==> config.mk <==
export PLATFORM = sky130hd
export DESIGN_NAME = counter_ctrl
export DESIGN_NICKNAME = d
export VERILOG_FILES = /design/src/rtl/counter_ctrl.sv
export SDC_FILE = /design/constraint.sdc
export NUM_CORES = 1
export LEC_CHECK = 0
export BUFFER_PORTS_ARGS = -buffer_cell sky130_fd_sc_hd__buf_2
export CAP_MARGIN = 20
export CORE_UTILIZATION = 30
export CTS_CLUSTER_SIZE = 25
export DETAILED_ROUTE_END_ITERATION = 6
export PLACE_DENSITY = 0.62
export SLEW_MARGIN = 5
export SYNTH_ARGS = -nofsm -noshare
export SYNTH_HDL_FRONTEND = slang
export SYNTH_SLANG_ARGS = --single-unit
==> constraint.sdc <==
create_clock -name clk -period 1.7 [get_ports clk]
set_input_delay 0.34 -clock clk [delete_from_list [all_inputs] [get_ports clk]]
set_output_delay 0.34 -clock clk [all_outputs]
set_load 0.1 [all_outputs]
==> src/rtl/counter_ctrl.sv <==
// Sequencing controller for an external loadable up/down counter: accepts a
// start/end/direction command, loads the counter, counts to the end value.
module counter_ctrl #(
    parameter int WIDTH = 4
) (
    input  logic             clk,
    input  logic             rst_n,
    input  logic             cmd_valid,
    output logic             cmd_ready,
    input  logic [WIDTH-1:0] cmd_start,
    input  logic [WIDTH-1:0] cmd_end,
    input  logic             cmd_dir,
    input  logic             pause,
    input  logic             abort,
    input  logic [WIDTH-1:0] count_out,
    input  logic             max_count,
    input  logic             zero,
    output logic             load_n,
    output logic [WIDTH-1:0] data_load,
    output logic             up_down,
    output logic             ce,
    output logic             busy,
    output logic             done,
    output logic [WIDTH-1:0] steps,
    output logic             wrapped
);

    typedef enum logic [1:0] {IDLE, LOAD, RUN, DONE} state_t;

    state_t           state, state_nx;
    logic [WIDTH-1:0] start_r, end_r;
    logic             dir_r;
    logic             accept;

    assign accept    = cmd_valid && cmd_ready;
    assign data_load = start_r;
    assign up_down   = dir_r;

    always_ff @(posedge clk or negedge rst_n) begin
        if (!rst_n) state <= IDLE;
        else        state <= state_nx;
    end

    always_ff @(posedge clk or negedge rst_n) begin
        if (!rst_n) begin
            start_r <= '0;
            end_r   <= '0;
            dir_r   <= 1'b0;
            steps   <= '0;
            wrapped <= 1'b0;
        end else if (accept) begin
            start_r <= cmd_start;
            end_r   <= cmd_end;
            dir_r   <= cmd_dir;
            steps   <= '0;
            wrapped <= 1'b0;
        end else begin
            if (ce) steps <= steps + WIDTH'(1);
            // The counter's flag reflects its value before this count, so a
            // count taken on all-ones (up) or zero (down) is the wrap step.
            if (ce && ((dir_r && max_count) || (!dir_r && zero))) wrapped <= 1'b1;
        end
    end

    always_comb begin
        state_nx  = state;
        cmd_ready = 1'b0;
        busy      = 1'b1;
        load_n    = 1'b1;
        ce        = 1'b0;
        done      = 1'b0;
        case (state)
            IDLE: begin
                cmd_ready = 1'b1;
                busy      = 1'b0;
                if (cmd_valid) state_nx = LOAD;
            end
            LOAD: begin
                if (abort) begin
                    state_nx = IDLE;
                end else begin
                    load_n   = 1'b0;
                    state_nx = RUN;
                end
            end
            RUN: begin
                // Abort wins over completion; pause freezes the state even on the end value.
                if (abort)                   state_nx = IDLE;
                else if (pause)              state_nx = RUN;
                else if (count_out == end_r) state_nx = DONE;
                else                         ce       = 1'b1;
            end
            DONE: begin
                done     = 1'b1;
                state_nx = IDLE;
            end
            default: state_nx = IDLE;
        endcase
    end

endmodule

==> results summary, run 1 <==
The largest net degree at the start of global routing is 17. The maximum clock insertion buffer count came out at 2. The flow ran to the end, but the final reports show violations. The H-tree depth is 1. The highest clock frequency the design can meet came out at 538 MHz. The number of detailed-route iterations in the first pass came out at 4. The vias per cell is approximately 4.7. The required time of the worst setup path came out at 1.36 ns. STA classifies the critical path startpoint as a flip-flop. The synthesized cell area is 764 sq um. The via count of the first global-routing pass came out at approximately 610.

The start point of the worst min-delay path is abort. The checks that failed: setup timing. The number of placement rows is 17.

The number of standard cells in the layout, taps in and fillers out came out at 131. The number of stages on the worst hold path came out at 2. The critical path is of the reg2out type. The max-slew violation count is 0. Yosys mapped a number of flops with a built-in enable equal to 0. Yosys attributes the largest share of cell area to sky130_fd_sc_hd__dfrtp_1, sky130_fd_sc_hd__mux2_2, sky130_fd_sc_hd__xor2_1. The reported max-cap violation count came out at 0. The startpoint of the worst-slack reg-to-reg timing path is end_r[3].

For this run, asynchronously set or reset flops after synthesis account for 100%. Counting tap cells, the placed design contains a total of ~130 instances. The layout overhead on the synthesized area came out at 49.1%.

For this run, the register share of the synthesized area comes to a little over half. The pin slew with the least headroom to its limit came out at approximately 0.49 ns. Dividing the final minimum period by the clock period gives 109%. The highest cell delay on the worst timing path is 0.42 ns.

The slowest stage of the critical path is the sky130_fd_sc_hd__dfrtp_1 cell. The aggregate global-route resource usage came out at 13.5%. The final hold violation count came to 0. The clock sink count came out at 16. The net total in the final layout is 125. The TritonCTS clock tree is yes.

The leakage power is 0.548 nW. The critical path buffer and inverter count came out at 2. The overall power is ~1.8 mW. Of all nets on the critical path, the largest fanout is 2.

The TritonCTS buffer count came out at 3. For the worst-skew pair, the clock arrives at the later sink with an insertion delay of 0.28 ns. STA classifies the critical path endpoint as an output port.

The largest total area in the synthesized netlist belongs to sky130_fd_sc_hd__dfrtp_1. The top cell type's share of synthesized area came out at 52.4%. The worst hold margin is 0.276 ns. Setup violations remaining at the end of the flow were counted as 1. The final routed DRC violation total is 0. Synthesis produced 61 cells. The die area is 0.00275 sq mm. The peak supply drop is 0.927 mV. The initial antenna violation count is 0. Clock-pin slew was measured on the worst setup and hold paths at 0.09 ns. Data arrives at the worst endpoint at about 1.5 ns. During synthesis, Yosys emitted a total of 0 warnings. The total wire length after detailed routing is 1610 microns. The wire length of the first global-routing pass came out at 2600 microns. The post-route netlist has between 50% and 60% of its cells at a drive strength greater than 1. After synthesis the netlist holds a flip-flop and latch count of 16. The capture point of the worst reg-to-reg path is steps[2]. The routed wire length per instance came out at around 12 microns. The cell depth of the worst flop-to-flop path is 5.

The total area inside the core boundary comes to around 0.0023 sq mm. The routed layout has 619 vias. The final estimated routing congestion in global placement is between 0.6 and 0.7. For this design the ratio of total power to cell area is 1600 mW/mm^2.

Traced cell by cell, the critical path runs through xor2_2 -> o41ai_4 -> inv_2 -> buf_12. The number of inserted diodes came out at 0. The number of buffers inserted by port buffering is 34.

The tightest min-delay check is of the in2reg type. The most used flip-flop cell after synthesis is sky130_fd_sc_hd__dfrtp_1. The total overflow reported by the global router came out at 0. The net count of the mapped netlist is 82. The worst setup slack for register-to-register paths came out at 0.24 ns.

The mean instance size in the synthesized netlist is 12.5 sq um. Clock tree synthesis selected as its root buffer the cell sky130_fd_sc_hd__clkbuf_4. The number of DRC markers in iteration 0 is 5. The initial core utilization is 33.3%. In this design, the largest share of critical-path delay is due to flip-flops. The floorplan step set the die height to between 50 and 60 microns. The number of nets with antenna violations after detailed routing is 0. The count of pins on the block boundary came out at 35. The unique cell type count in the Yosys netlist is 22. Setup repair after global routing could not meet its margin everywhere. The worst hold endpoint is state[1].

The die extent in x came out at 52.5 microns. In this run the tightest slew margin relative to its limit is around two thirds. The final clock skew came out at 0.000652 ns. The half-perimeter wire length of the detailed placement result is 1220 microns. Setup slack on the critical path of the routed design comes to -0.159 ns. The final period demand of the worst path is between 1.5 and 2 ns.
## metal layers
| metal | GRT usage [%] | vias up | wire length (microns) |
|---|---|---|---|
| met2 | 23.2 | 19 | 874 |
| met5 | 0 | - | 0 |
| met1 | 14.5 | 304 | 636 |
| met4 | 9.21 | 0 | 14 |
| met3 | 2.90 | 2 | 80 |
| li1 | - | 294 | - |
## stage by stage
| step | setup TNS [ns] | setup WS (ns) | cell area, sq um | util (%) |
|---|---|---|---|---|
| finish | -0.159 | -0.159 | 1140 | 49.6 |
| global route | -0.247 | -0.247 | 1140 | 49.6 |
| CTS | -0.208 | -0.208 | 1120 | 48.8 |
| detailed placement | 0 | 0.0519 | 1060 | 46.0 |
| global placement | 0 | 0.0574 | 1060 | 46.0 |
| floorplan | -0.494 | -0.255 | 781 | - |
## synthesized netlist by cell type (2+ instances only)
cell type,count
sky130_fd_sc_hd__dfrtp_1,16
sky130_fd_sc_hd__mux2_2,9
sky130_fd_sc_hd__inv_1,4
sky130_fd_sc_hd__nand3_1,4
sky130_fd_sc_hd__xor2_1,4
sky130_fd_sc_hd__nand2_1,3
sky130_fd_sc_hd__nor2_1,3
sky130_fd_sc_hd__o21ai_0,3
sky130_fd_sc_hd__o31ai_1,2
## cells by family after synthesis
group	share of synthesized area, %
AO/OA/AOI/OAI	10.8
XOR/XNOR	5.73
adder cells (fa/ha/maj)	1.64
buffers and inverters	2.95
flip-flops	52.4
multiplexers	14.6
AND/OR/NAND/NOR	11.9
## worst register-to-register path, delay by kind of cell (launching register included)
kind / cells / cell delay (ns)
xor gates and xnor gates: 1 / 0.17
AOI/OAI and AO/OA: 3 / 0.56
buffers and inverters: 1 / 0.22
DFF: 1 / 0.42
## worst max path at each step
stage	startpoint	endpoint	slack [ns]	depth (start not counted)
5_1_grt	end_r[3]	ce	-0.25	4
6_report	end_r[3]	ce	-0.16	4
3_5_place_dp	count_out[3]	ce	0.05	5
4_1_cts	end_r[0]	ce	-0.21	4
2_1_floorplan	end_r[3]	ce	-0.26	3
3_3_place_gp	count_out[3]	ce	0.06	5
## power breakdown
part | switching [mW] | internal (mW)
clock | 0.120 | 0.130
combinational | 0.748 | 0.276
sequential | 0.0708 | 0.476
## sequential cells by signal, indices dropped and copies added (netlist names)
name,flops
wrapped,1
end_r,4
steps,4
up_down,1
state,2
data_load,4
## repair_timing
action,4_1_cts,5_1_grt
pin swaps,3,3
setup buffers,0,1
hold endpoints to repair,16,0
gates cloned,0,0
resized for setup,3,3
endpoints found under the setup margin,2,2
hold buffers,1,0
## cells in the final DEF, fill, tap and decap left out, types with 2 or more instances in the layout
master,netlist,final
sky130_fd_sc_hd__nor2_1,3,3
sky130_fd_sc_hd__buf_4,1,4
sky130_fd_sc_hd__mux2_2,9,9
sky130_fd_sc_hd__clkbuf_4,0,3
sky130_fd_sc_hd__dfrtp_1,16,16
sky130_fd_sc_hd__inv_1,4,3
sky130_fd_sc_hd__nand3_1,4,4
sky130_fd_sc_hd__buf_2,0,29
sky130_fd_sc_hd__xor2_2,0,3
sky130_fd_sc_hd__buf_12,0,4
sky130_fd_sc_hd__o21ai_0,3,3
sky130_fd_sc_hd__nand2_1,3,2
sky130_fd_sc_hd__o31ai_1,2,2
## area by class of cell
class	count	area, sq um
clock buffers	4	36.3
repair buffers	39	277
well taps	28	35.0
multi-input cells	40	377
inverters	4	15.0
flip-flops and latches	16	400
fillers	225	1160
Power figures use the tool's default switching activity.
==> inputs of run 2 (changes only) <==
--- a/config.mk
+++ b/config.mk
@@ -11,6 +11,7 @@
 export CTS_CLUSTER_SIZE = 25
 export DETAILED_ROUTE_END_ITERATION = 6
 export PLACE_DENSITY = 0.62
+export SETUP_SLACK_MARGIN = 0.4
 export SLEW_MARGIN = 5
 export SYNTH_ARGS = -nofsm -noshare
 export SYNTH_HDL_FRONTEND = slang
==> results summary, run 2 (synthesis results as in run 1) <==
The vias per cell came out at 4.75 (+0.49%). The leakage power came out at 0.678 nW (+24%). The total wire length after detailed routing was 2070 microns (+29%). The maximum clock insertion buffer count came to 2 (unchanged). The net total in the final layout is 137 (+9.6%). The die area came out at 0.00275 sq mm (unchanged).

The H-tree depth is 1 (unchanged). The total of fill cells in the finished design is 193 (-14%). In the layout the commonest cells are sky130_fd_sc_hd__buf_2, sky130_fd_sc_hd__buf_6, sky130_fd_sc_hd__dfrtp_1, sky130_fd_sc_hd__buf_4, sky130_fd_sc_hd__mux2_4. The utilization of the core after routing is 62.0% (+12 points). The share of power burned in the clock network came out at 11.7% (-2.1 points). The TritonCTS buffer count was 3 (unchanged). In this run the worst hold path is classified as in2reg. The sequential power share is 26.2% (-3.8 points). The library cell used most frequently in the layout, excluding fill and tap cells, is sky130_fd_sc_hd__buf_2. The worst setup path is launched from a flip-flop. The final clock skew is 0.00126 ns (+0.000607 ns). The flow ran to the end, but the final reports show violations. TritonCTS built the clock tree. The net switching power was 1.03 mW (+10%). The total core area came out at 0.00230 sq mm (unchanged).

The critical path buffer and inverter count came out at 2 (unchanged). The post-CTS clock slew at the launch and capture registers of the worst setup and hold paths is 0.10 ns (about the same). The final estimated routing congestion in global placement is 0.648 (+2.9%). The layout overhead on the synthesized area is 86.4%. The power density relative to cell area came out at 1520 mW/mm^2 (-4.6%).

The number of buffers inserted by port buffering was 34 (unchanged). The cell total after placement is 123 (-1.6%). The vertical die dimension was 52.5 microns (unchanged). The total overflow reported by the global router came out at 0 (unchanged). The fraction of power spent switching nets is 47.6% (-4.0 points).

The number of nets with antenna violations after detailed routing came out at 0 (unchanged). The worst setup path is of the reg2out kind. The cell type of the slowest stage on the worst timing path is sky130_fd_sc_hd__dfrtp_1. The root cell of the clock tree is sky130_fd_sc_hd__clkbuf_4. Walking the worst path, the cells encountered are xor2_2 -> o41ai_4 -> inv_2 -> buf_12. The pin slew with the least headroom to its limit came out at 0.369 ns (-0.121 ns). The number of inserted diodes is 0 (unchanged). The final period demand of the worst path was 1.88 ns (+0.0200 ns). The worst setup path is captured at an output port.

The final hold violation count is 0 (unchanged). The number of standard cells in the layout, taps in and fillers out came out at 143 (+9.2%). Grouping stages by cell kind, the critical path spends the most delay in flip-flops. The largest net degree at the start of global routing was 17 (unchanged). The total via count in the routed design is 679 (+9.7%).

The setup TNS after final layout is -0.179 ns (-0.0200 ns). The checks that failed: setup timing. The number of detailed-route iterations in the first pass is 4 (unchanged). The share of the cycle needed by the critical path after routing is 111% (+1.2 points).

The number of setup violations in the final report came out at 1 (unchanged). The highest cell delay on the worst timing path is 0.42 ns (about the same). The design internal power is 1.14 mW (+29%). The worst hold margin is 0.279 ns (+0.00324 ns). The data arrival at the endpoint of the critical path came out at 1.54 ns (+0.02 ns). The final routed DRC violation total came out at 0 (unchanged).

The part of the power in combinational logic came to 62.0% (+5.8 points). The count of pins on the block boundary came out at 35 (unchanged). The reported max-cap violation count came out at 0 (unchanged). The initial core utilization is 33.3% (unchanged).

The routed wire length per instance is 14.5 microns (+18%). The die extent in x came out at 52.5 microns (unchanged). The max-slew violation count came out at 0 (unchanged). The highest clock frequency the design can meet is 532 MHz (-1.1%). The number of placement rows came out at 17 (unchanged). The worst relative slew slack came out at 75.4% (+7.8 points). Setup repair after global routing could not meet its margin everywhere. The via count of the first global-routing pass was 698 (+14%). The wire length of the first global-routing pass is 3100 microns (+19%). The number of DRC markers in iteration 0 is 5 (unchanged). The layout cell share with drive strength beyond 1 is 72.2% (+14 points). The half-perimeter wire length of the detailed placement result was 1180 microns (-2.8%). The required time of the worst setup path is 1.36 ns (about the same).

The initial antenna violation count was 0 (unchanged). The final worst setup slack was -0.179 ns (-0.0200 ns). The aggregate global-route resource usage is 16.0% (+2.5 points).

The overall power is 2.17 mW (+19%). The peak supply drop was 0.961 mV (+3.7%). The clock sink count came out at 16 (unchanged). The top fanout value on the critical path is 2 (unchanged). The source-to-sink clock delay at the later pin of the worst-skew pair came to 0.28 ns (about the same).
[run 2: cell type report]
type / count / area [sq um] / share of cell area [%]
Clock buffer: 4 / 36.3 / 2.55
Inverter: 4 / 15.0 / 1.05
Multi-Input combinational cell: 40 / 438 / 30.7
Sequential cell: 16 / 407 / 28.5
Tap cell: 28 / 35.0 / 2.46
Timing Repair Buffer: 51 / 494 / 34.7
[run 2: path summary, 6_finish.rpt]
| check | cells past startpoint | to | startpoint | slack [ns] |
|---|---|---|---|---|
| worst max-delay path | 4 | ce | end_r[3] | -0.18 |
| min in group asynchronous | 2 | end_r[1] | rst_n | 0.49 |
| worst max register to register | 6 | steps[2] | end_r[3] | 0.15 |
| worst min-delay path | 2 | data_load[2] | cmd_start[2] | 0.28 |
| worst min register to register | 2 | wrapped | wrapped | 0.52 |
| max in group asynchronous | 2 | steps[1] | rst_n | 0.92 |
[run 2: timing repair]
| item | in CTS | in global routing |
|---|---|---|
| pin swaps | 10 | 5 |
| cloned | 1 | 0 |
| endpoints found under the hold margin | 16 | 0 |
| hold buffers | 1 | 0 |
| resized for setup | 50 | 14 |
| endpoints found under the setup margin | 21 | 28 |
| buffers inserted | 7 | 7 |
[run 2: layer usage]
| metal | vias to the layer above | track usage, % | wire, microns |
|---|---|---|---|
| li1 | 320 | - | - |
| met1 | 335 | 19.7 | 891 |
| met2 | 22 | 26.6 | 1060 |
| met3 | 2 | 2.61 | 100 |
| met4 | 0 | 7.89 | 16 |
| met5 | - | 0 | 0 |
[run 2: power by group through the flow]
| stage | registers, mW | logic (mW) | clock network (mW) |
|---|---|---|---|
| global placement | 0.563 | 0.957 | 0 |
| floorplan | 0.943 | 0.391 | 0 |
| global route | 0.582 | 1.40 | 0.284 |
| CTS | 0.557 | 1.21 | 0.265 |
| finish | 0.570 | 1.35 | 0.255 |
| detailed placement | 0.567 | 0.966 | 0 |
[run 2: metrics by stage]
step	worst slack (ns)	cell area, sq um
2_1_floorplan	-0.255	790
3_3_place_gp	0.0595	1050
3_5_place_dp	0.0698	1050
4_1_cts	-0.208	1320
5_1_grt	-0.264	1430
6_report	-0.179	1430
==> inputs of run 3 (changes only) <==
--- a/config.mk
+++ b/config.mk
@@ -11,6 +11,7 @@
 export CTS_CLUSTER_SIZE = 25
 export DETAILED_ROUTE_END_ITERATION = 6
 export PLACE_DENSITY = 0.62
+export REMOVE_ABC_BUFFERS = 1
 export SETUP_SLACK_MARGIN = 0.4
 export SLEW_MARGIN = 5
 export SYNTH_ARGS = -nofsm -noshare
==> results summary, run 3 (synthesis results as in run 1) <==
The flow ran to the end, but the final reports show violations. The final reports fail on setup timing. The data arrival at the endpoint of the critical path is 1.55 ns (about the same).

TritonCTS built the clock tree. The post-CTS clock slew at the launch and capture registers of the worst setup and hold paths came out at 0.10 ns (about the same). The overall power came out at 2.10 mW (-3.2%). The critical path starts at end_r[3]. The number of nets with antenna violations after detailed routing is 0 (unchanged). The worst relative slew slack came out at 75.8% (+0.47 points). The total via count in the routed design is 644 (-5.2%).

The via count of the first global-routing pass is 630 (-9.7%). The highest clock frequency the design can meet is 530 MHz (-0.37%). The final period demand of the worst path came out at 1.89 ns (+0.00704 ns). The aggregate global-route resource usage is 15.8% (-0.12 points).

The worst setup path is launched from a flip-flop. The share of the cycle needed by the critical path after routing came out at 111% (+0.41 points). By startpoint and endpoint, the worst setup path is classified as reg2out. The number of inserted diodes is 0 (unchanged). The routed wire length per instance is 14.2 microns (-2.3%). The largest net degree at the start of global routing is 17 (unchanged). The number of detailed-route iterations in the first pass was 4 (unchanged).

The final clock skew is 0.00371 ns (+0.00245 ns). The total overflow reported by the global router is 0 (unchanged). The maximum clock insertion buffer count is 2 (unchanged).

The top cell types in the final layout, fill and taps aside, are sky130_fd_sc_hd__buf_2, sky130_fd_sc_hd__dfrtp_1, sky130_fd_sc_hd__mux2_4, sky130_fd_sc_hd__buf_6. The net total in the final layout is 133 (-2.9%). The peak supply drop came out at 1.17 mV (+22%).

STA classifies the critical path endpoint as an output port. The worst hold path belongs to the class in2reg. The vertical die dimension is 52.5 microns (unchanged). The worst register-to-register path begins at end_r[3]. The total wire length after detailed routing is 1970 microns (-5.0%). The cell depth of the worst flop-to-flop path is 6 (unchanged). The die area came out at 0.00275 sq mm (unchanged). The leakage power came out at 0.661 nW (-2.5%). The required time of the worst setup path came to 1.36 ns (about the same). The initial core utilization is 33.3% (unchanged). The TritonCTS buffer count is 3 (unchanged). The pre-CTS worst setup slack came out at 0.0657 ns (-0.00408 ns). The source-to-sink clock delay at the later pin of the worst-skew pair came out at 0.29 ns (about the same). The commonest non-fill, non-tap cell in the layout is sky130_fd_sc_hd__buf_2. The layout overhead on the synthesized area is 80.9%. The count of pins on the block boundary came out at 35 (unchanged).

The wire length of the first global-routing pass is 3020 microns (-2.7%). The die extent in x was 52.5 microns (unchanged). The initial antenna violation count is 0 (unchanged). The final worst setup slack was -0.186 ns (-0.00704 ns). The power density relative to cell area came out at 1520 mW/mm^2 (-0.20%). The number of DRC markers in iteration 0 is 5 (unchanged). The start point of the worst min-delay path is cmd_start[2]. The total of fill cells in the finished design came out at 184 (-4.7%). The number of placement rows is 17 (unchanged). The number of stages on the worst hold path is 2 (unchanged). The final estimated routing congestion in global placement came to 0.652 (+0.62%). The utilization of the core after routing came out at 60.2% (-1.9 points). The reported max-cap violation count came to 0 (unchanged). The total core area was 0.00230 sq mm (unchanged). In this run the clock root is driven by a sky130_fd_sc_hd__clkbuf_4. The number of setup violations in the final report came out at 1 (unchanged). The vias per cell is 4.63 (-2.4%). The H-tree depth is 1 (unchanged). The number of buffers inserted by port buffering is 34 (unchanged). The clock sink count came to 16 (unchanged). The pin slew with the least headroom to its limit is 0.362 ns (-0.00709 ns). The half-perimeter wire length of the detailed placement result was 1170 microns (-1.1%). The max-slew violation count is 0 (unchanged). The final hold violation count came out at 0 (unchanged). The top fanout value on the critical path came out at 2 (unchanged). The final routed DRC violation total is 0 (unchanged). The layout cell share with drive strength beyond 1 came out at 71.2% (-1.0 points). Setup repair after global routing could not meet its margin everywhere.
## run 3: cell types whose count changed in the layout (fill, tap and decap cells not counted), sizes merged
cell / before / now
buf: 50 / 46
## run 3: layout make-up
cell class | count | area, sq um | area share [%]
repair buffers | 47 | 453 | 32.8
well taps | 28 | 35.0 | 2.53
inverters | 4 | 15.0 | 1.09
clock buffers | 4 | 36.3 | 2.62
flip-flops and latches | 16 | 405 | 29.3
multi-input cells | 40 | 438 | 31.7
## run 3: final timing paths
kind | endpoint | slack [ns]
min in group asynchronous | end_r[1] | 0.48
min reg2reg | steps[2] | 0.53
max in group asynchronous | state[0] | 0.93
max reg2reg | steps[2] | 0.21
min | data_load[2] | 0.28
max | ce | -0.19
## run 3: routing by layer
metal,global-route usage (%),wire [microns],up-vias,part of all wire (%)
met5,0,0,-,0
met1,20.1,839,303,43
met4,9.21,40,0,2.0
met2,23.4,951,23,48
li1,-,-,314,-
met3,4.93,136,4,6.9
## run 3: per-stage QoR
step	area (sq um)	cells	TNS, ns	hold slack [ns]
after floorplan	757	60	-9.24	0.0444
after CTS	1290	136	-0.198	0.270
after detailed placement	1050	124	0	0.272
final	1380	139	-0.186	0.275
after global routing	1380	139	-0.241	0.265
after global placement	1050	124	0	0.269
## run 3: repair_timing
action	4_1_cts	5_1_grt
endpoints found under the hold margin	16	0
hold buffers	1	0
buffers inserted	6	3
gates resized for setup	45	16
pin swaps	9	5
setup endpoints to repair	30	29
gates cloned	1	0
## run 3: critical path, cell delays in order, from the launching register on
cell and delay [ns]:
sky130_fd_sc_hd__dfrtp_1 0.42, sky130_fd_sc_hd__xor2_2 0.17, sky130_fd_sc_hd__o41ai_4 0.36, sky130_fd_sc_hd__inv_1 0.12, sky130_fd_sc_hd__buf_12 0.18
## run 3: report_power, final
group	leakage (nW)	total [mW]	switching (mW)	internal (mW)
Combinational	0.446	1.28	0.799	0.479
Sequential	0.194	0.567	0.0886	0.479
Clock	0.0210	0.259	0.128	0.131
Total	0.661	2.10	1.02	1.09
